### src/rtl/axi4_user_yanker_cmd_if.sv
// Bus bundle for the echo yanker: upstream (in_*) and downstream (out_*) AXI4 channels.
// The slave modport is the yanker's view; master is the surrounding environment.
interface axi4_user_yanker_cmd_if #(
    parameter int unsigned ID_BITS = 4
);
    logic               in_aw_valid, in_aw_ready, in_aw_bits_lock;
    logic [ID_BITS-1:0] in_aw_bits_id;
    logic [31:0]        in_aw_bits_addr;
    logic [7:0]         in_aw_bits_len;
    logic [2:0]         in_aw_bits_size, in_aw_bits_prot;
    logic [1:0]         in_aw_bits_burst;
    logic [3:0]         in_aw_bits_cache, in_aw_bits_qos;
    logic [3:0]         in_aw_bits_echo_tl_state_size, in_aw_bits_echo_tl_state_source;
    logic               out_aw_valid, out_aw_ready, out_aw_bits_lock;
    logic [ID_BITS-1:0] out_aw_bits_id;
    logic [31:0]        out_aw_bits_addr;
    logic [7:0]         out_aw_bits_len;
    logic [2:0]         out_aw_bits_size, out_aw_bits_prot;
    logic [1:0]         out_aw_bits_burst;
    logic [3:0]         out_aw_bits_cache, out_aw_bits_qos;

    logic               in_w_valid, in_w_ready, in_w_bits_last;
    logic [63:0]        in_w_bits_data;
    logic [7:0]         in_w_bits_strb;
    logic               out_w_valid, out_w_ready, out_w_bits_last;
    logic [63:0]        out_w_bits_data;
    logic [7:0]         out_w_bits_strb;

    logic               in_b_valid, in_b_ready;
    logic [ID_BITS-1:0] in_b_bits_id;
    logic [1:0]         in_b_bits_resp;
    logic [3:0]         in_b_bits_echo_tl_state_size, in_b_bits_echo_tl_state_source;
    logic               out_b_valid, out_b_ready;
    logic [ID_BITS-1:0] out_b_bits_id;
    logic [1:0]         out_b_bits_resp;

    logic               in_ar_valid, in_ar_ready, in_ar_bits_lock;
    logic [ID_BITS-1:0] in_ar_bits_id;
    logic [31:0]        in_ar_bits_addr;
    logic [7:0]         in_ar_bits_len;
    logic [2:0]         in_ar_bits_size, in_ar_bits_prot;
    logic [1:0]         in_ar_bits_burst;
    logic [3:0]         in_ar_bits_cache, in_ar_bits_qos;
    logic [3:0]         in_ar_bits_echo_tl_state_size, in_ar_bits_echo_tl_state_source;
    logic               out_ar_valid, out_ar_ready, out_ar_bits_lock;
    logic [ID_BITS-1:0] out_ar_bits_id;
    logic [31:0]        out_ar_bits_addr;
    logic [7:0]         out_ar_bits_len;
    logic [2:0]         out_ar_bits_size, out_ar_bits_prot;
    logic [1:0]         out_ar_bits_burst;
    logic [3:0]         out_ar_bits_cache, out_ar_bits_qos;

    logic               in_r_valid, in_r_ready, in_r_bits_last;
    logic [ID_BITS-1:0] in_r_bits_id;
    logic [63:0]        in_r_bits_data;
    logic [1:0]         in_r_bits_resp;
    logic [3:0]         in_r_bits_echo_tl_state_size, in_r_bits_echo_tl_state_source;
    logic               out_r_valid, out_r_ready, out_r_bits_last;
    logic [ID_BITS-1:0] out_r_bits_id;
    logic [63:0]        out_r_bits_data;
    logic [1:0]         out_r_bits_resp;

    modport slave (
        input  in_aw_valid, in_aw_bits_id, in_aw_bits_addr, in_aw_bits_len, in_aw_bits_size,
               in_aw_bits_burst, in_aw_bits_lock, in_aw_bits_cache, in_aw_bits_prot, in_aw_bits_qos,
               in_aw_bits_echo_tl_state_size, in_aw_bits_echo_tl_state_source, out_aw_ready,
        output in_aw_ready, out_aw_valid, out_aw_bits_id, out_aw_bits_addr, out_aw_bits_len,
               out_aw_bits_size, out_aw_bits_burst, out_aw_bits_lock, out_aw_bits_cache,
               out_aw_bits_prot, out_aw_bits_qos,
        input  in_w_valid, in_w_bits_data, in_w_bits_strb, in_w_bits_last, out_w_ready,
        output in_w_ready, out_w_valid, out_w_bits_data, out_w_bits_strb, out_w_bits_last,
        input  out_b_valid, out_b_bits_id, out_b_bits_resp, in_b_ready,
        output out_b_ready, in_b_valid, in_b_bits_id, in_b_bits_resp,
               in_b_bits_echo_tl_state_size, in_b_bits_echo_tl_state_source,
        input  in_ar_valid, in_ar_bits_id, in_ar_bits_addr, in_ar_bits_len, in_ar_bits_size,
               in_ar_bits_burst, in_ar_bits_lock, in_ar_bits_cache, in_ar_bits_prot, in_ar_bits_qos,
               in_ar_bits_echo_tl_state_size, in_ar_bits_echo_tl_state_source, out_ar_ready,
        output in_ar_ready, out_ar_valid, out_ar_bits_id, out_ar_bits_addr, out_ar_bits_len,
               out_ar_bits_size, out_ar_bits_burst, out_ar_bits_lock, out_ar_bits_cache,
               out_ar_bits_prot, out_ar_bits_qos,
        input  out_r_valid, out_r_bits_id, out_r_bits_data, out_r_bits_resp, out_r_bits_last, in_r_ready,
        output out_r_ready, in_r_valid, in_r_bits_id, in_r_bits_data, in_r_bits_resp, in_r_bits_last,
               in_r_bits_echo_tl_state_size, in_r_bits_echo_tl_state_source
    );

    modport master (
        output in_aw_valid, in_aw_bits_id, in_aw_bits_addr, in_aw_bits_len, in_aw_bits_size,
               in_aw_bits_burst, in_aw_bits_lock, in_aw_bits_cache, in_aw_bits_prot, in_aw_bits_qos,
               in_aw_bits_echo_tl_state_size, in_aw_bits_echo_tl_state_source, out_aw_ready,
        input  in_aw_ready, out_aw_valid, out_aw_bits_id, out_aw_bits_addr, out_aw_bits_len,
               out_aw_bits_size, out_aw_bits_burst, out_aw_bits_lock, out_aw_bits_cache,
               out_aw_bits_prot, out_aw_bits_qos,
        output in_w_valid, in_w_bits_data, in_w_bits_strb, in_w_bits_last, out_w_ready,
        input  in_w_ready, out_w_valid, out_w_bits_data, out_w_bits_strb, out_w_bits_last,
        output out_b_valid, out_b_bits_id, out_b_bits_resp, in_b_ready,
        input  out_b_ready, in_b_valid, in_b_bits_id, in_b_bits_resp,
               in_b_bits_echo_tl_state_size, in_b_bits_echo_tl_state_source,
        output in_ar_valid, in_ar_bits_id, in_ar_bits_addr, in_ar_bits_len, in_ar_bits_size,
               in_ar_bits_burst, in_ar_bits_lock, in_ar_bits_cache, in_ar_bits_prot, in_ar_bits_qos,
               in_ar_bits_echo_tl_state_size, in_ar_bits_echo_tl_state_source, out_ar_ready,
        input  in_ar_ready, out_ar_valid, out_ar_bits_id, out_ar_bits_addr, out_ar_bits_len,
               out_ar_bits_size, out_ar_bits_burst, out_ar_bits_lock, out_ar_bits_cache,
               out_ar_bits_prot, out_ar_bits_qos,
        output out_r_valid, out_r_bits_id, out_r_bits_data, out_r_bits_resp, out_r_bits_last, in_r_ready,
        input  out_r_ready, in_r_valid, in_r_bits_id, in_r_bits_data, in_r_bits_resp, in_r_bits_last,
               in_r_bits_echo_tl_state_size, in_r_bits_echo_tl_state_source
    );
endinterface

### src/rtl/axi4_user_yanker_cmd.sv
// Strips tl_state echo from AW/AR into per-ID FIFOs and re-attaches it to B/R by ID.
// axi4_user_yanker_cmd_q holds one direction's bank of per-ID echo queues.
module axi4_user_yanker_cmd_q #(
    parameter int unsigned ID_BITS   = 4,
    parameter int unsigned DEPTH     = 4,
    parameter int unsigned ECHO_BITS = 8
) (
    input  logic                 clock,
    input  logic                 reset,
    input  logic                 push,
    input  logic [ID_BITS-1:0]   push_id,
    input  logic [ECHO_BITS-1:0] push_echo,
    output logic                 full,
    input  logic                 pop_fire,
    input  logic                 pop_last,
    input  logic [ID_BITS-1:0]   pop_id,
    output logic [ECHO_BITS-1:0] head,
    output logic                 orphan,
    output logic                 all_empty
);
    localparam int unsigned NQ = 1 << ID_BITS;
    localparam int unsigned PW = $clog2(DEPTH);
    localparam int unsigned CW = PW + 1;

    logic [CW-1:0]        count [NQ];
    logic [PW-1:0]        wptr  [NQ];
    logic [PW-1:0]        rptr  [NQ];
    logic [ECHO_BITS-1:0] mem   [NQ*DEPTH];
    logic                 pop_empty, pop_take;
    logic [NQ-1:0]        push_sel, pop_sel;

    assign full      = (count[push_id] == CW'(DEPTH));
    assign pop_empty = (count[pop_id] == '0);
    assign head      = pop_empty ? '0 : mem[{pop_id, rptr[pop_id]}];
    assign orphan    = pop_fire & pop_empty;
    assign pop_take  = pop_fire & pop_last & ~pop_empty;

    always_comb begin
        push_sel = '0;
        pop_sel  = '0;
        if (push)     push_sel[push_id] = 1'b1;
        if (pop_take) pop_sel[pop_id]   = 1'b1;
    end

    // Same-cycle push and pop on one ID cancel in the count; the pop reads the old head.
    always_ff @(posedge clock or negedge reset) begin
        if (!reset) begin
            for (int unsigned i = 0; i < NQ; i++) begin
                count[i] <= '0;
                wptr[i]  <= '0;
                rptr[i]  <= '0;
            end
        end else begin
            for (int unsigned i = 0; i < NQ; i++) begin
                if (push_sel[i]) wptr[i] <= wptr[i] + 1'b1;
                if (pop_sel[i])  rptr[i] <= rptr[i] + 1'b1;
                if (push_sel[i] != pop_sel[i])
                    count[i] <= push_sel[i] ? count[i] + 1'b1 : count[i] - 1'b1;
            end
        end
    end

    always_ff @(posedge clock) begin
        if (push) mem[{push_id, wptr[push_id]}] <= push_echo;
    end

    always_comb begin
        all_empty = 1'b1;
        for (int unsigned i = 0; i < NQ; i++)
            if (count[i] != '0) all_empty = 1'b0;
    end
endmodule

module axi4_user_yanker_cmd #(
    parameter int unsigned ID_BITS   = 4,
    parameter int unsigned DEPTH     = 4,
    parameter int unsigned ECHO_BITS = 8
) (
    input  logic                  clock,
    input  logic                  reset,
    axi4_user_yanker_cmd_if.slave bus,
    output logic                  idle,
    output logic                  err_orphan
);
    logic aw_full, ar_full, aw_push, ar_push, b_fire, r_fire;
    logic aw_orphan, ar_orphan, aw_empty, ar_empty;
    logic [ECHO_BITS-1:0] b_echo, r_echo;

    // Ready/valid gating looks only at registered counts, never at a same-cycle pop.
    assign bus.out_aw_valid      = bus.in_aw_valid & ~aw_full;
    assign bus.in_aw_ready       = bus.out_aw_ready & ~aw_full;
    assign aw_push               = bus.in_aw_valid & bus.out_aw_ready & ~aw_full;
    assign bus.out_aw_bits_id    = bus.in_aw_bits_id;
    assign bus.out_aw_bits_addr  = bus.in_aw_bits_addr;
    assign bus.out_aw_bits_len   = bus.in_aw_bits_len;
    assign bus.out_aw_bits_size  = bus.in_aw_bits_size;
    assign bus.out_aw_bits_burst = bus.in_aw_bits_burst;
    assign bus.out_aw_bits_lock  = bus.in_aw_bits_lock;
    assign bus.out_aw_bits_cache = bus.in_aw_bits_cache;
    assign bus.out_aw_bits_prot  = bus.in_aw_bits_prot;
    assign bus.out_aw_bits_qos   = bus.in_aw_bits_qos;

    assign bus.out_ar_valid      = bus.in_ar_valid & ~ar_full;
    assign bus.in_ar_ready       = bus.out_ar_ready & ~ar_full;
    assign ar_push               = bus.in_ar_valid & bus.out_ar_ready & ~ar_full;
    assign bus.out_ar_bits_id    = bus.in_ar_bits_id;
    assign bus.out_ar_bits_addr  = bus.in_ar_bits_addr;
    assign bus.out_ar_bits_len   = bus.in_ar_bits_len;
    assign bus.out_ar_bits_size  = bus.in_ar_bits_size;
    assign bus.out_ar_bits_burst = bus.in_ar_bits_burst;
    assign bus.out_ar_bits_lock  = bus.in_ar_bits_lock;
    assign bus.out_ar_bits_cache = bus.in_ar_bits_cache;
    assign bus.out_ar_bits_prot  = bus.in_ar_bits_prot;
    assign bus.out_ar_bits_qos   = bus.in_ar_bits_qos;

    assign bus.out_w_valid     = bus.in_w_valid;
    assign bus.in_w_ready      = bus.out_w_ready;
    assign bus.out_w_bits_data = bus.in_w_bits_data;
    assign bus.out_w_bits_strb = bus.in_w_bits_strb;
    assign bus.out_w_bits_last = bus.in_w_bits_last;

    assign bus.in_b_valid     = bus.out_b_valid;
    assign bus.out_b_ready    = bus.in_b_ready;
    assign bus.in_b_bits_id   = bus.out_b_bits_id;
    assign bus.in_b_bits_resp = bus.out_b_bits_resp;
    assign {bus.in_b_bits_echo_tl_state_size, bus.in_b_bits_echo_tl_state_source} = b_echo;
    assign b_fire = bus.out_b_valid & bus.in_b_ready;

    assign bus.in_r_valid     = bus.out_r_valid;
    assign bus.out_r_ready    = bus.in_r_ready;
    assign bus.in_r_bits_id   = bus.out_r_bits_id;
    assign bus.in_r_bits_data = bus.out_r_bits_data;
    assign bus.in_r_bits_resp = bus.out_r_bits_resp;
    assign bus.in_r_bits_last = bus.out_r_bits_last;
    assign {bus.in_r_bits_echo_tl_state_size, bus.in_r_bits_echo_tl_state_source} = r_echo;
    assign r_fire = bus.out_r_valid & bus.in_r_ready;

    axi4_user_yanker_cmd_q #(.ID_BITS(ID_BITS), .DEPTH(DEPTH), .ECHO_BITS(ECHO_BITS)) u_aw_q (
        .clock(clock), .reset(reset), .push(aw_push), .push_id(bus.in_aw_bits_id),
        .push_echo({bus.in_aw_bits_echo_tl_state_size, bus.in_aw_bits_echo_tl_state_source}),
        .full(aw_full), .pop_fire(b_fire), .pop_last(1'b1), .pop_id(bus.out_b_bits_id),
        .head(b_echo), .orphan(aw_orphan), .all_empty(aw_empty)
    );

    axi4_user_yanker_cmd_q #(.ID_BITS(ID_BITS), .DEPTH(DEPTH), .ECHO_BITS(ECHO_BITS)) u_ar_q (
        .clock(clock), .reset(reset), .push(ar_push), .push_id(bus.in_ar_bits_id),
        .push_echo({bus.in_ar_bits_echo_tl_state_size, bus.in_ar_bits_echo_tl_state_source}),
        .full(ar_full), .pop_fire(r_fire), .pop_last(bus.out_r_bits_last), .pop_id(bus.out_r_bits_id),
        .head(r_echo), .orphan(ar_orphan), .all_empty(ar_empty)
    );

    assign idle = aw_empty & ar_empty;

    always_ff @(posedge clock or negedge reset) begin
        if (!reset)                       err_orphan <= 1'b0;
        else if (aw_orphan | ar_orphan)   err_orphan <= 1'b1;
    end
endmodule

### src/flat_wrapper.sv
// flat-port wrapper written by rule: the top's interface ports become plain ports
module axi4_user_yanker_cmd_flat 
#(
    parameter int unsigned ID_BITS   = 4,
    parameter int unsigned DEPTH     = 4,
    parameter int unsigned ECHO_BITS = 8
)
  (clock, reset, idle, err_orphan, bus_in_aw_valid, bus_in_aw_bits_id, bus_in_aw_bits_addr, bus_in_aw_bits_len, bus_in_aw_bits_size, bus_in_aw_bits_burst, bus_in_aw_bits_lock, bus_in_aw_bits_cache, bus_in_aw_bits_prot, bus_in_aw_bits_qos, bus_in_aw_bits_echo_tl_state_size, bus_in_aw_bits_echo_tl_state_source, bus_out_aw_ready, bus_in_aw_ready, bus_out_aw_valid, bus_out_aw_bits_id, bus_out_aw_bits_addr, bus_out_aw_bits_len, bus_out_aw_bits_size, bus_out_aw_bits_burst, bus_out_aw_bits_lock, bus_out_aw_bits_cache, bus_out_aw_bits_prot, bus_out_aw_bits_qos, bus_in_w_valid, bus_in_w_bits_data, bus_in_w_bits_strb, bus_in_w_bits_last, bus_out_w_ready, bus_in_w_ready, bus_out_w_valid, bus_out_w_bits_data, bus_out_w_bits_strb, bus_out_w_bits_last, bus_out_b_valid, bus_out_b_bits_id, bus_out_b_bits_resp, bus_in_b_ready, bus_out_b_ready, bus_in_b_valid, bus_in_b_bits_id, bus_in_b_bits_resp, bus_in_b_bits_echo_tl_state_size, bus_in_b_bits_echo_tl_state_source, bus_in_ar_valid, bus_in_ar_bits_id, bus_in_ar_bits_addr, bus_in_ar_bits_len, bus_in_ar_bits_size, bus_in_ar_bits_burst, bus_in_ar_bits_lock, bus_in_ar_bits_cache, bus_in_ar_bits_prot, bus_in_ar_bits_qos, bus_in_ar_bits_echo_tl_state_size, bus_in_ar_bits_echo_tl_state_source, bus_out_ar_ready, bus_in_ar_ready, bus_out_ar_valid, bus_out_ar_bits_id, bus_out_ar_bits_addr, bus_out_ar_bits_len, bus_out_ar_bits_size, bus_out_ar_bits_burst, bus_out_ar_bits_lock, bus_out_ar_bits_cache, bus_out_ar_bits_prot, bus_out_ar_bits_qos, bus_out_r_valid, bus_out_r_bits_id, bus_out_r_bits_data, bus_out_r_bits_resp, bus_out_r_bits_last, bus_in_r_ready, bus_out_r_ready, bus_in_r_valid, bus_in_r_bits_id, bus_in_r_bits_data, bus_in_r_bits_resp, bus_in_r_bits_last, bus_in_r_bits_echo_tl_state_size, bus_in_r_bits_echo_tl_state_source);
  axi4_user_yanker_cmd_if #(.ID_BITS(ID_BITS)) bus_i ();
  input  logic clock;
  input  logic reset;
  output logic idle;
  output logic err_orphan;
  input wire logic [$bits(bus_i.in_aw_valid)-1:0] bus_in_aw_valid;
  input wire logic [$bits(bus_i.in_aw_bits_id)-1:0] bus_in_aw_bits_id;
  input wire logic [$bits(bus_i.in_aw_bits_addr)-1:0] bus_in_aw_bits_addr;
  input wire logic [$bits(bus_i.in_aw_bits_len)-1:0] bus_in_aw_bits_len;
  input wire logic [$bits(bus_i.in_aw_bits_size)-1:0] bus_in_aw_bits_size;
  input wire logic [$bits(bus_i.in_aw_bits_burst)-1:0] bus_in_aw_bits_burst;
  input wire logic [$bits(bus_i.in_aw_bits_lock)-1:0] bus_in_aw_bits_lock;
  input wire logic [$bits(bus_i.in_aw_bits_cache)-1:0] bus_in_aw_bits_cache;
  input wire logic [$bits(bus_i.in_aw_bits_prot)-1:0] bus_in_aw_bits_prot;
  input wire logic [$bits(bus_i.in_aw_bits_qos)-1:0] bus_in_aw_bits_qos;
  input wire logic [$bits(bus_i.in_aw_bits_echo_tl_state_size)-1:0] bus_in_aw_bits_echo_tl_state_size;
  input wire logic [$bits(bus_i.in_aw_bits_echo_tl_state_source)-1:0] bus_in_aw_bits_echo_tl_state_source;
  input wire logic [$bits(bus_i.out_aw_ready)-1:0] bus_out_aw_ready;
  output wire logic [$bits(bus_i.in_aw_ready)-1:0] bus_in_aw_ready;
  output wire logic [$bits(bus_i.out_aw_valid)-1:0] bus_out_aw_valid;
  output wire logic [$bits(bus_i.out_aw_bits_id)-1:0] bus_out_aw_bits_id;
  output wire logic [$bits(bus_i.out_aw_bits_addr)-1:0] bus_out_aw_bits_addr;
  output wire logic [$bits(bus_i.out_aw_bits_len)-1:0] bus_out_aw_bits_len;
  output wire logic [$bits(bus_i.out_aw_bits_size)-1:0] bus_out_aw_bits_size;
  output wire logic [$bits(bus_i.out_aw_bits_burst)-1:0] bus_out_aw_bits_burst;
  output wire logic [$bits(bus_i.out_aw_bits_lock)-1:0] bus_out_aw_bits_lock;
  output wire logic [$bits(bus_i.out_aw_bits_cache)-1:0] bus_out_aw_bits_cache;
  output wire logic [$bits(bus_i.out_aw_bits_prot)-1:0] bus_out_aw_bits_prot;
  output wire logic [$bits(bus_i.out_aw_bits_qos)-1:0] bus_out_aw_bits_qos;
  input wire logic [$bits(bus_i.in_w_valid)-1:0] bus_in_w_valid;
  input wire logic [$bits(bus_i.in_w_bits_data)-1:0] bus_in_w_bits_data;
  input wire logic [$bits(bus_i.in_w_bits_strb)-1:0] bus_in_w_bits_strb;
  input wire logic [$bits(bus_i.in_w_bits_last)-1:0] bus_in_w_bits_last;
  input wire logic [$bits(bus_i.out_w_ready)-1:0] bus_out_w_ready;
  output wire logic [$bits(bus_i.in_w_ready)-1:0] bus_in_w_ready;
  output wire logic [$bits(bus_i.out_w_valid)-1:0] bus_out_w_valid;
  output wire logic [$bits(bus_i.out_w_bits_data)-1:0] bus_out_w_bits_data;
  output wire logic [$bits(bus_i.out_w_bits_strb)-1:0] bus_out_w_bits_strb;
  output wire logic [$bits(bus_i.out_w_bits_last)-1:0] bus_out_w_bits_last;
  input wire logic [$bits(bus_i.out_b_valid)-1:0] bus_out_b_valid;
  input wire logic [$bits(bus_i.out_b_bits_id)-1:0] bus_out_b_bits_id;
  input wire logic [$bits(bus_i.out_b_bits_resp)-1:0] bus_out_b_bits_resp;
  input wire logic [$bits(bus_i.in_b_ready)-1:0] bus_in_b_ready;
  output wire logic [$bits(bus_i.out_b_ready)-1:0] bus_out_b_ready;
  output wire logic [$bits(bus_i.in_b_valid)-1:0] bus_in_b_valid;
  output wire logic [$bits(bus_i.in_b_bits_id)-1:0] bus_in_b_bits_id;
  output wire logic [$bits(bus_i.in_b_bits_resp)-1:0] bus_in_b_bits_resp;
  output wire logic [$bits(bus_i.in_b_bits_echo_tl_state_size)-1:0] bus_in_b_bits_echo_tl_state_size;
  output wire logic [$bits(bus_i.in_b_bits_echo_tl_state_source)-1:0] bus_in_b_bits_echo_tl_state_source;
  input wire logic [$bits(bus_i.in_ar_valid)-1:0] bus_in_ar_valid;
  input wire logic [$bits(bus_i.in_ar_bits_id)-1:0] bus_in_ar_bits_id;
  input wire logic [$bits(bus_i.in_ar_bits_addr)-1:0] bus_in_ar_bits_addr;
  input wire logic [$bits(bus_i.in_ar_bits_len)-1:0] bus_in_ar_bits_len;
  input wire logic [$bits(bus_i.in_ar_bits_size)-1:0] bus_in_ar_bits_size;
  input wire logic [$bits(bus_i.in_ar_bits_burst)-1:0] bus_in_ar_bits_burst;
  input wire logic [$bits(bus_i.in_ar_bits_lock)-1:0] bus_in_ar_bits_lock;
  input wire logic [$bits(bus_i.in_ar_bits_cache)-1:0] bus_in_ar_bits_cache;
  input wire logic [$bits(bus_i.in_ar_bits_prot)-1:0] bus_in_ar_bits_prot;
  input wire logic [$bits(bus_i.in_ar_bits_qos)-1:0] bus_in_ar_bits_qos;
  input wire logic [$bits(bus_i.in_ar_bits_echo_tl_state_size)-1:0] bus_in_ar_bits_echo_tl_state_size;
  input wire logic [$bits(bus_i.in_ar_bits_echo_tl_state_source)-1:0] bus_in_ar_bits_echo_tl_state_source;
  input wire logic [$bits(bus_i.out_ar_ready)-1:0] bus_out_ar_ready;
  output wire logic [$bits(bus_i.in_ar_ready)-1:0] bus_in_ar_ready;
  output wire logic [$bits(bus_i.out_ar_valid)-1:0] bus_out_ar_valid;
  output wire logic [$bits(bus_i.out_ar_bits_id)-1:0] bus_out_ar_bits_id;
  output wire logic [$bits(bus_i.out_ar_bits_addr)-1:0] bus_out_ar_bits_addr;
  output wire logic [$bits(bus_i.out_ar_bits_len)-1:0] bus_out_ar_bits_len;
  output wire logic [$bits(bus_i.out_ar_bits_size)-1:0] bus_out_ar_bits_size;
  output wire logic [$bits(bus_i.out_ar_bits_burst)-1:0] bus_out_ar_bits_burst;
  output wire logic [$bits(bus_i.out_ar_bits_lock)-1:0] bus_out_ar_bits_lock;
  output wire logic [$bits(bus_i.out_ar_bits_cache)-1:0] bus_out_ar_bits_cache;
  output wire logic [$bits(bus_i.out_ar_bits_prot)-1:0] bus_out_ar_bits_prot;
  output wire logic [$bits(bus_i.out_ar_bits_qos)-1:0] bus_out_ar_bits_qos;
  input wire logic [$bits(bus_i.out_r_valid)-1:0] bus_out_r_valid;
  input wire logic [$bits(bus_i.out_r_bits_id)-1:0] bus_out_r_bits_id;
  input wire logic [$bits(bus_i.out_r_bits_data)-1:0] bus_out_r_bits_data;
  input wire logic [$bits(bus_i.out_r_bits_resp)-1:0] bus_out_r_bits_resp;
  input wire logic [$bits(bus_i.out_r_bits_last)-1:0] bus_out_r_bits_last;
  input wire logic [$bits(bus_i.in_r_ready)-1:0] bus_in_r_ready;
  output wire logic [$bits(bus_i.out_r_ready)-1:0] bus_out_r_ready;
  output wire logic [$bits(bus_i.in_r_valid)-1:0] bus_in_r_valid;
  output wire logic [$bits(bus_i.in_r_bits_id)-1:0] bus_in_r_bits_id;
  output wire logic [$bits(bus_i.in_r_bits_data)-1:0] bus_in_r_bits_data;
  output wire logic [$bits(bus_i.in_r_bits_resp)-1:0] bus_in_r_bits_resp;
  output wire logic [$bits(bus_i.in_r_bits_last)-1:0] bus_in_r_bits_last;
  output wire logic [$bits(bus_i.in_r_bits_echo_tl_state_size)-1:0] bus_in_r_bits_echo_tl_state_size;
  output wire logic [$bits(bus_i.in_r_bits_echo_tl_state_source)-1:0] bus_in_r_bits_echo_tl_state_source;
  assign bus_i.in_aw_valid = bus_in_aw_valid;
  assign bus_i.in_aw_bits_id = bus_in_aw_bits_id;
  assign bus_i.in_aw_bits_addr = bus_in_aw_bits_addr;
  assign bus_i.in_aw_bits_len = bus_in_aw_bits_len;
  assign bus_i.in_aw_bits_size = bus_in_aw_bits_size;
  assign bus_i.in_aw_bits_burst = bus_in_aw_bits_burst;
  assign bus_i.in_aw_bits_lock = bus_in_aw_bits_lock;
  assign bus_i.in_aw_bits_cache = bus_in_aw_bits_cache;
  assign bus_i.in_aw_bits_prot = bus_in_aw_bits_prot;
  assign bus_i.in_aw_bits_qos = bus_in_aw_bits_qos;
  assign bus_i.in_aw_bits_echo_tl_state_size = bus_in_aw_bits_echo_tl_state_size;
  assign bus_i.in_aw_bits_echo_tl_state_source = bus_in_aw_bits_echo_tl_state_source;
  assign bus_i.out_aw_ready = bus_out_aw_ready;
  assign bus_in_aw_ready = bus_i.in_aw_ready;
  assign bus_out_aw_valid = bus_i.out_aw_valid;
  assign bus_out_aw_bits_id = bus_i.out_aw_bits_id;
  assign bus_out_aw_bits_addr = bus_i.out_aw_bits_addr;
  assign bus_out_aw_bits_len = bus_i.out_aw_bits_len;
  assign bus_out_aw_bits_size = bus_i.out_aw_bits_size;
  assign bus_out_aw_bits_burst = bus_i.out_aw_bits_burst;
  assign bus_out_aw_bits_lock = bus_i.out_aw_bits_lock;
  assign bus_out_aw_bits_cache = bus_i.out_aw_bits_cache;
  assign bus_out_aw_bits_prot = bus_i.out_aw_bits_prot;
  assign bus_out_aw_bits_qos = bus_i.out_aw_bits_qos;
  assign bus_i.in_w_valid = bus_in_w_valid;
  assign bus_i.in_w_bits_data = bus_in_w_bits_data;
  assign bus_i.in_w_bits_strb = bus_in_w_bits_strb;
  assign bus_i.in_w_bits_last = bus_in_w_bits_last;
  assign bus_i.out_w_ready = bus_out_w_ready;
  assign bus_in_w_ready = bus_i.in_w_ready;
  assign bus_out_w_valid = bus_i.out_w_valid;
  assign bus_out_w_bits_data = bus_i.out_w_bits_data;
  assign bus_out_w_bits_strb = bus_i.out_w_bits_strb;
  assign bus_out_w_bits_last = bus_i.out_w_bits_last;
  assign bus_i.out_b_valid = bus_out_b_valid;
  assign bus_i.out_b_bits_id = bus_out_b_bits_id;
  assign bus_i.out_b_bits_resp = bus_out_b_bits_resp;
  assign bus_i.in_b_ready = bus_in_b_ready;
  assign bus_out_b_ready = bus_i.out_b_ready;
  assign bus_in_b_valid = bus_i.in_b_valid;
  assign bus_in_b_bits_id = bus_i.in_b_bits_id;
  assign bus_in_b_bits_resp = bus_i.in_b_bits_resp;
  assign bus_in_b_bits_echo_tl_state_size = bus_i.in_b_bits_echo_tl_state_size;
  assign bus_in_b_bits_echo_tl_state_source = bus_i.in_b_bits_echo_tl_state_source;
  assign bus_i.in_ar_valid = bus_in_ar_valid;
  assign bus_i.in_ar_bits_id = bus_in_ar_bits_id;
  assign bus_i.in_ar_bits_addr = bus_in_ar_bits_addr;
  assign bus_i.in_ar_bits_len = bus_in_ar_bits_len;
  assign bus_i.in_ar_bits_size = bus_in_ar_bits_size;
  assign bus_i.in_ar_bits_burst = bus_in_ar_bits_burst;
  assign bus_i.in_ar_bits_lock = bus_in_ar_bits_lock;
  assign bus_i.in_ar_bits_cache = bus_in_ar_bits_cache;
  assign bus_i.in_ar_bits_prot = bus_in_ar_bits_prot;
  assign bus_i.in_ar_bits_qos = bus_in_ar_bits_qos;
  assign bus_i.in_ar_bits_echo_tl_state_size = bus_in_ar_bits_echo_tl_state_size;
  assign bus_i.in_ar_bits_echo_tl_state_source = bus_in_ar_bits_echo_tl_state_source;
  assign bus_i.out_ar_ready = bus_out_ar_ready;
  assign bus_in_ar_ready = bus_i.in_ar_ready;
  assign bus_out_ar_valid = bus_i.out_ar_valid;
  assign bus_out_ar_bits_id = bus_i.out_ar_bits_id;
  assign bus_out_ar_bits_addr = bus_i.out_ar_bits_addr;
  assign bus_out_ar_bits_len = bus_i.out_ar_bits_len;
  assign bus_out_ar_bits_size = bus_i.out_ar_bits_size;
  assign bus_out_ar_bits_burst = bus_i.out_ar_bits_burst;
  assign bus_out_ar_bits_lock = bus_i.out_ar_bits_lock;
  assign bus_out_ar_bits_cache = bus_i.out_ar_bits_cache;
  assign bus_out_ar_bits_prot = bus_i.out_ar_bits_prot;
  assign bus_out_ar_bits_qos = bus_i.out_ar_bits_qos;
  assign bus_i.out_r_valid = bus_out_r_valid;
  assign bus_i.out_r_bits_id = bus_out_r_bits_id;
  assign bus_i.out_r_bits_data = bus_out_r_bits_data;
  assign bus_i.out_r_bits_resp = bus_out_r_bits_resp;
  assign bus_i.out_r_bits_last = bus_out_r_bits_last;
  assign bus_i.in_r_ready = bus_in_r_ready;
  assign bus_out_r_ready = bus_i.out_r_ready;
  assign bus_in_r_valid = bus_i.in_r_valid;
  assign bus_in_r_bits_id = bus_i.in_r_bits_id;
  assign bus_in_r_bits_data = bus_i.in_r_bits_data;
  assign bus_in_r_bits_resp = bus_i.in_r_bits_resp;
  assign bus_in_r_bits_last = bus_i.in_r_bits_last;
  assign bus_in_r_bits_echo_tl_state_size = bus_i.in_r_bits_echo_tl_state_size;
  assign bus_in_r_bits_echo_tl_state_source = bus_i.in_r_bits_echo_tl_state_source;
  axi4_user_yanker_cmd #(.ID_BITS(ID_BITS), .DEPTH(DEPTH), .ECHO_BITS(ECHO_BITS)) u_core (.clock(clock), .reset(reset), .bus(bus_i), .idle(idle), .err_orphan(err_orphan));
endmodule
### config.mk
export PLATFORM = sky130hd
export DESIGN_NAME = axi4_user_yanker_cmd_flat
export DESIGN_NICKNAME = d
export VERILOG_FILES = /design/src/rtl/axi4_user_yanker_cmd_if.sv /design/src/rtl/axi4_user_yanker_cmd.sv /design/src/flat_wrapper.sv
export SDC_FILE = /design/constraint.sdc
export NUM_CORES = 2
export LEC_CHECK = 0
export CAP_MARGIN = 20
export CELL_PAD_IN_SITES_DETAIL_PLACEMENT = 1
export CELL_PAD_IN_SITES_GLOBAL_PLACEMENT = 1
export CORE_MARGIN = 4
export CORE_UTILIZATION = 40
export CTS_CLUSTER_SIZE = 40
export DETAILED_ROUTE_END_ITERATION = 6
export DONT_BUFFER_PORTS = 1
export PLACE_DENSITY = 0.71
export SLEW_MARGIN = 0
export SYNTH_ARGS = -nofsm -noshare
export SYNTH_HDL_FRONTEND = slang
export SYNTH_SLANG_ARGS = --single-unit
export TNS_END_PERCENT = 5
### constraint.sdc
create_clock -name clock -period 6.9 [get_ports clock]
set_input_delay 0.69 -clock clock [delete_from_list [all_inputs] [get_ports clock]]
set_output_delay 0.69 -clock clock [all_outputs]
set_load 0.005 [all_outputs]
==> flow_summary.ini <==
[status]
status = finished, violations left
violations_in_the_final_reports = hold timing, slew limit

[drt]
detailroute.via_count = 35375
drt_iter0_markers = 3992
met3_wirelength_um = 21050
detailedRoute.firstPassIterationCount = 7
top_layer_used = met5
routed_wl_um = 190200
routed_via_density = 6.132
antenna_left = 0
remaining_drc_errors = 0
detail_route.wirelength.met1_um = 70020
detailed_route_wire_length_per_cell_um = 32.96
met2RoutedLength_um = 89690

[floorplan]
core_region_area_um2 = 137800
floorplan.initialDensity_pct = 40.41
floorplan.die.width_um = 381.1
dieHeight_um = 381.1
ioPinCount = 600
row_count = 136
die_area_um2 = 145300

[yosys]
synthFlopType = sky130_fd_sc_hd__edfxtp_1
synth-seq-cells = 1249
post_synth.cell_area_avg_um2 = 13.55
async_set_reset_flop_share_out_of_synthesis_pct = 18.01
synth_cell_types = 93
register_area_share_after_synthesis_pct = 65.32
synth_edf_count = 1024
postSynthCellCount = 4110
synthesized_netlist_net_count = 4442
synthesis.yosys.warnings = 0
synth_area_um2 = 55690

[timing]
holdWs_ns = -0.1169
final_min_period_over_clock_period_pct = 88.71
worst_pin_slew_ns = 1.552
slew_headroom_pct = -3.474
grt_setup_unrepaired = false
final.setup.tns_ns = 0
setup_viol_count_final = 0
report.final.hold_viol_count = 21
final_count_of_pins_violating_max_slew = 55
clock-skew-final_ns = 0.03546
timing.final.crit_period_ns = 6.121
fmax_mhz = 163.4
finalWorstSetupSlack_ns = 0.7787

[clock_tree]
ctsResizeCount = 0
clock-sinks = 1249
cts_made_buffers = 133
worst_setup_hold_path_clk_slew_ns = 0.06
cts_max_path_buffers = 3
insertion_delay_ns = 0.78
tritoncts = built
clock-root-buffer = sky130_fd_sc_hd__clkbuf_16
cts-htree-levels = 4
cts.repair_timing.setup_buffer_count = 0

[setup_path]
ff2ff_setup_slack_ns = 2.49
cp.required_ns = 6.21
crit_path_max_fanout = 74
start_kind = flip-flop
arrival_ns = 5.43
regToRegEndpoint = u_core.u_ar_q.count[28]
critical_path_class = flip-flop to output port
worstRegToRegCells = 8
worstReg2RegStart = u_core.u_ar_q.count[12]
crit_path_end_kind = output port

[grt]
globalRoute.totalOverflow = 0
grt_max_degree = 226
grt_util_all_layers_pct = 25.59
first_global_vias = 35898
grt_antenna_before_repair = 1
global_route_wire_length_before_repair_um = 269900

[power_and_ir_drop]
cell_internal_pwr_uw = 14280
cellPowerDensity_nw_per_um2 = 339.3
total_leakage_power_uw = 0.02050
netSwitchingFraction_pct = 29.88
net-switching-power_uw = 6086
power_uw = 20370
ir_worst_vdd_uv = 242.2
comb_power_share_pct = 19.6
register_share_of_total_power_pct = 46.2
clock_power_share_pct = 34.2

[cells_and_area]
layout-drive-gt1-share_pct = 11.55
antenna_cells = 0
final_util_pct = 43.55
multi_input_area_um2 = 16060
layout_commonest_cell = sky130_fd_sc_hd__edfxtp_1
nFillCells = 13905
area_growth_syn_to_layout_pct = 7.780
ff_latch_area_um2 = 36380
most-common-layout-cells = sky130_fd_sc_hd__edfxtp_1 (1024), sky130_fd_sc_hd__nand2_1 (634), sky130_fd_sc_hd__nor2_1 (241)
final_net_count = 4212
fin_area_um2 = 60030

[placement]
dpl_worst_slack_ns = 1.357
detailedPlacementHpwl_um = 122200
postPlaceCellArea_um2 = 55370
gp_congestion = 0.8944
io_buffers = 0

[flow_run]
drv.max_cap_violation_count = 0

[worst_hold_path]
hold_path.class = input port to async pin
critical path, stage by stage (launching register included):
cell and delay, ns:
sky130_fd_sc_hd__dfrtp_1 0.45, sky130_fd_sc_hd__mux4_2 0.51, sky130_fd_sc_hd__mux2i_4 0.63, sky130_fd_sc_hd__mux2_4 0.92
sky130_fd_sc_hd__a211oi_1 0.13, sky130_fd_sc_hd__a311oi_1 0.34, sky130_fd_sc_hd__a21oi_1 0.08, sky130_fd_sc_hd__a311oi_1 0.80
sky130_fd_sc_hd__o2111ai_1 0.22, sky130_fd_sc_hd__a311oi_1 0.45
cells by family (layout without fill, tap and decap cells):
group / count (synthesis) / after routing / share of synthesized area (%)
flops: 1249 / 1249 / 65.32
xor+xnor: 198 / 198 / 3.114
buf+inv: 512 / 377 / 5.938
compound gates: 466 / 466 / 5.785
mux: 269 / 269 / 7.232
fa+ha+maj: 32 / 32 / 1.150
simple gates: 1384 / 1384 / 11.46
per-stage QoR:
step	cells	hold slack, ns
2_1_floorplan	4110	0.3944
3_3_place_gp	5487	0.4051
3_5_place_dp	5493	0.4063
4_1_cts	5761	0.000003386
5_1_grt	5769	0.003596
6_report	5769	-0.1169
power groups by stage:
stage	Sequential, µW	Clock, µW	Combinational, µW
after floorplan	9360	0	2860
after global placement	9510	0	3710
after detailed placement	9540	0	3830
after CTS	9400	7050	3970
after global routing	9500	7360	4280
final	9400	6980	3990
flip-flops by register name (all words and copies together), names as in the netlist:
| signal | cells |
|---|---|
| u_core.u_aw_q.count | 48 |
| u_core.u_ar_q.wptr | 32 |
| u_core.u_ar_q.mem | 512 |
| u_core.u_aw_q.mem | 512 |
| u_core.u_aw_q.rptr | 32 |
| u_core.u_ar_q.count | 48 |
| u_core.err_orphan | 1 |
| u_core.u_ar_q.rptr | 32 |
| u_core.u_aw_q.wptr | 32 |
synthesized netlist by cell type (11+ instances only):
cell | number | share of area [%]
sky130_fd_sc_hd__a2111oi_0 | 12 | 0.19
sky130_fd_sc_hd__a211o_1 | 13 | 0.20
sky130_fd_sc_hd__a211oi_1 | 66 | 0.89
sky130_fd_sc_hd__a21o_1 | 11 | 0.15
sky130_fd_sc_hd__a21oi_1 | 102 | 0.92
sky130_fd_sc_hd__a22oi_1 | 13 | 0.18
sky130_fd_sc_hd__a311oi_1 | 31 | 0.49
sky130_fd_sc_hd__a31oi_1 | 86 | 0.97
sky130_fd_sc_hd__and2_1 | 19 | 0.21
sky130_fd_sc_hd__and3_1 | 94 | 1.1
sky130_fd_sc_hd__buf_1 | 16 | 0.11
sky130_fd_sc_hd__buf_2 | 79 | 0.71
sky130_fd_sc_hd__buf_4 | 290 | 3.9
sky130_fd_sc_hd__buf_6 | 26 | 0.53
sky130_fd_sc_hd__clkbuf_1 | 68 | 0.46
sky130_fd_sc_hd__dfrtp_1 | 225 | 10
sky130_fd_sc_hd__edfxtp_1 | 1024 | 55
sky130_fd_sc_hd__fa_1 | 32 | 1.2
sky130_fd_sc_hd__inv_1 | 29 | 0.20
sky130_fd_sc_hd__mux2_2 | 41 | 0.83
sky130_fd_sc_hd__mux2i_1 | 116 | 2.1
sky130_fd_sc_hd__mux4_2 | 95 | 3.8
sky130_fd_sc_hd__nand2_1 | 634 | 4.3
sky130_fd_sc_hd__nand3_1 | 124 | 1.1
sky130_fd_sc_hd__nand4_1 | 51 | 0.57
sky130_fd_sc_hd__nor2_1 | 245 | 1.7
sky130_fd_sc_hd__nor2_2 | 15 | 0.17
sky130_fd_sc_hd__nor2b_1 | 26 | 0.29
sky130_fd_sc_hd__nor3_1 | 69 | 0.62
sky130_fd_sc_hd__nor3b_1 | 19 | 0.26
sky130_fd_sc_hd__nor4_1 | 23 | 0.26
sky130_fd_sc_hd__o21ai_0 | 34 | 0.31
sky130_fd_sc_hd__o22ai_1 | 22 | 0.25
sky130_fd_sc_hd__xnor2_1 | 152 | 2.4
sky130_fd_sc_hd__xor2_1 | 46 | 0.72
layout make-up:
type                            count  share of cell area [%]
Clock inverter                     61                  0.8754
Tap cell                         1794                   3.739
Clock buffer                      169                   6.028
Sequential cell                  1249                   60.61
Inverter                           33                  0.2105
Multi-Input combinational cell   2349                   26.75
Timing Repair Buffer              114                   1.795
routing by layer:
layer  global-route usage [%]  vias up
li1                         -    14482
met2                    40.66     2074
met4                    11.07        8
met1                    31.70    18333
met5                    1.157        -
met3                    8.870      478
timing repair:
action,4_1_cts,5_1_grt
endpoints found under the setup margin,0,0
hold buffers,38,2
endpoints found under the hold margin,387,10
how the worst max path moves through the flow:
stage                                 from                                    end  slack [ns]
floorplan             bus_out_b_bits_id[3]  bus_in_b_bits_echo_tl_state_source[2]        2.97
global placement      bus_out_r_bits_id[0]  bus_in_r_bits_echo_tl_state_source[0]        1.40
detailed placement    bus_out_r_bits_id[0]  bus_in_r_bits_echo_tl_state_source[0]        1.36
CTS                 u_core.u_ar_q.rptr[12]  bus_in_r_bits_echo_tl_state_source[0]        0.85
global route        u_core.u_ar_q.rptr[12]  bus_in_r_bits_echo_tl_state_source[0]        0.52
finish              u_core.u_ar_q.rptr[28]  bus_in_r_bits_echo_tl_state_source[0]        0.78
No activity file was read; power rests on OpenSTA's default activity.
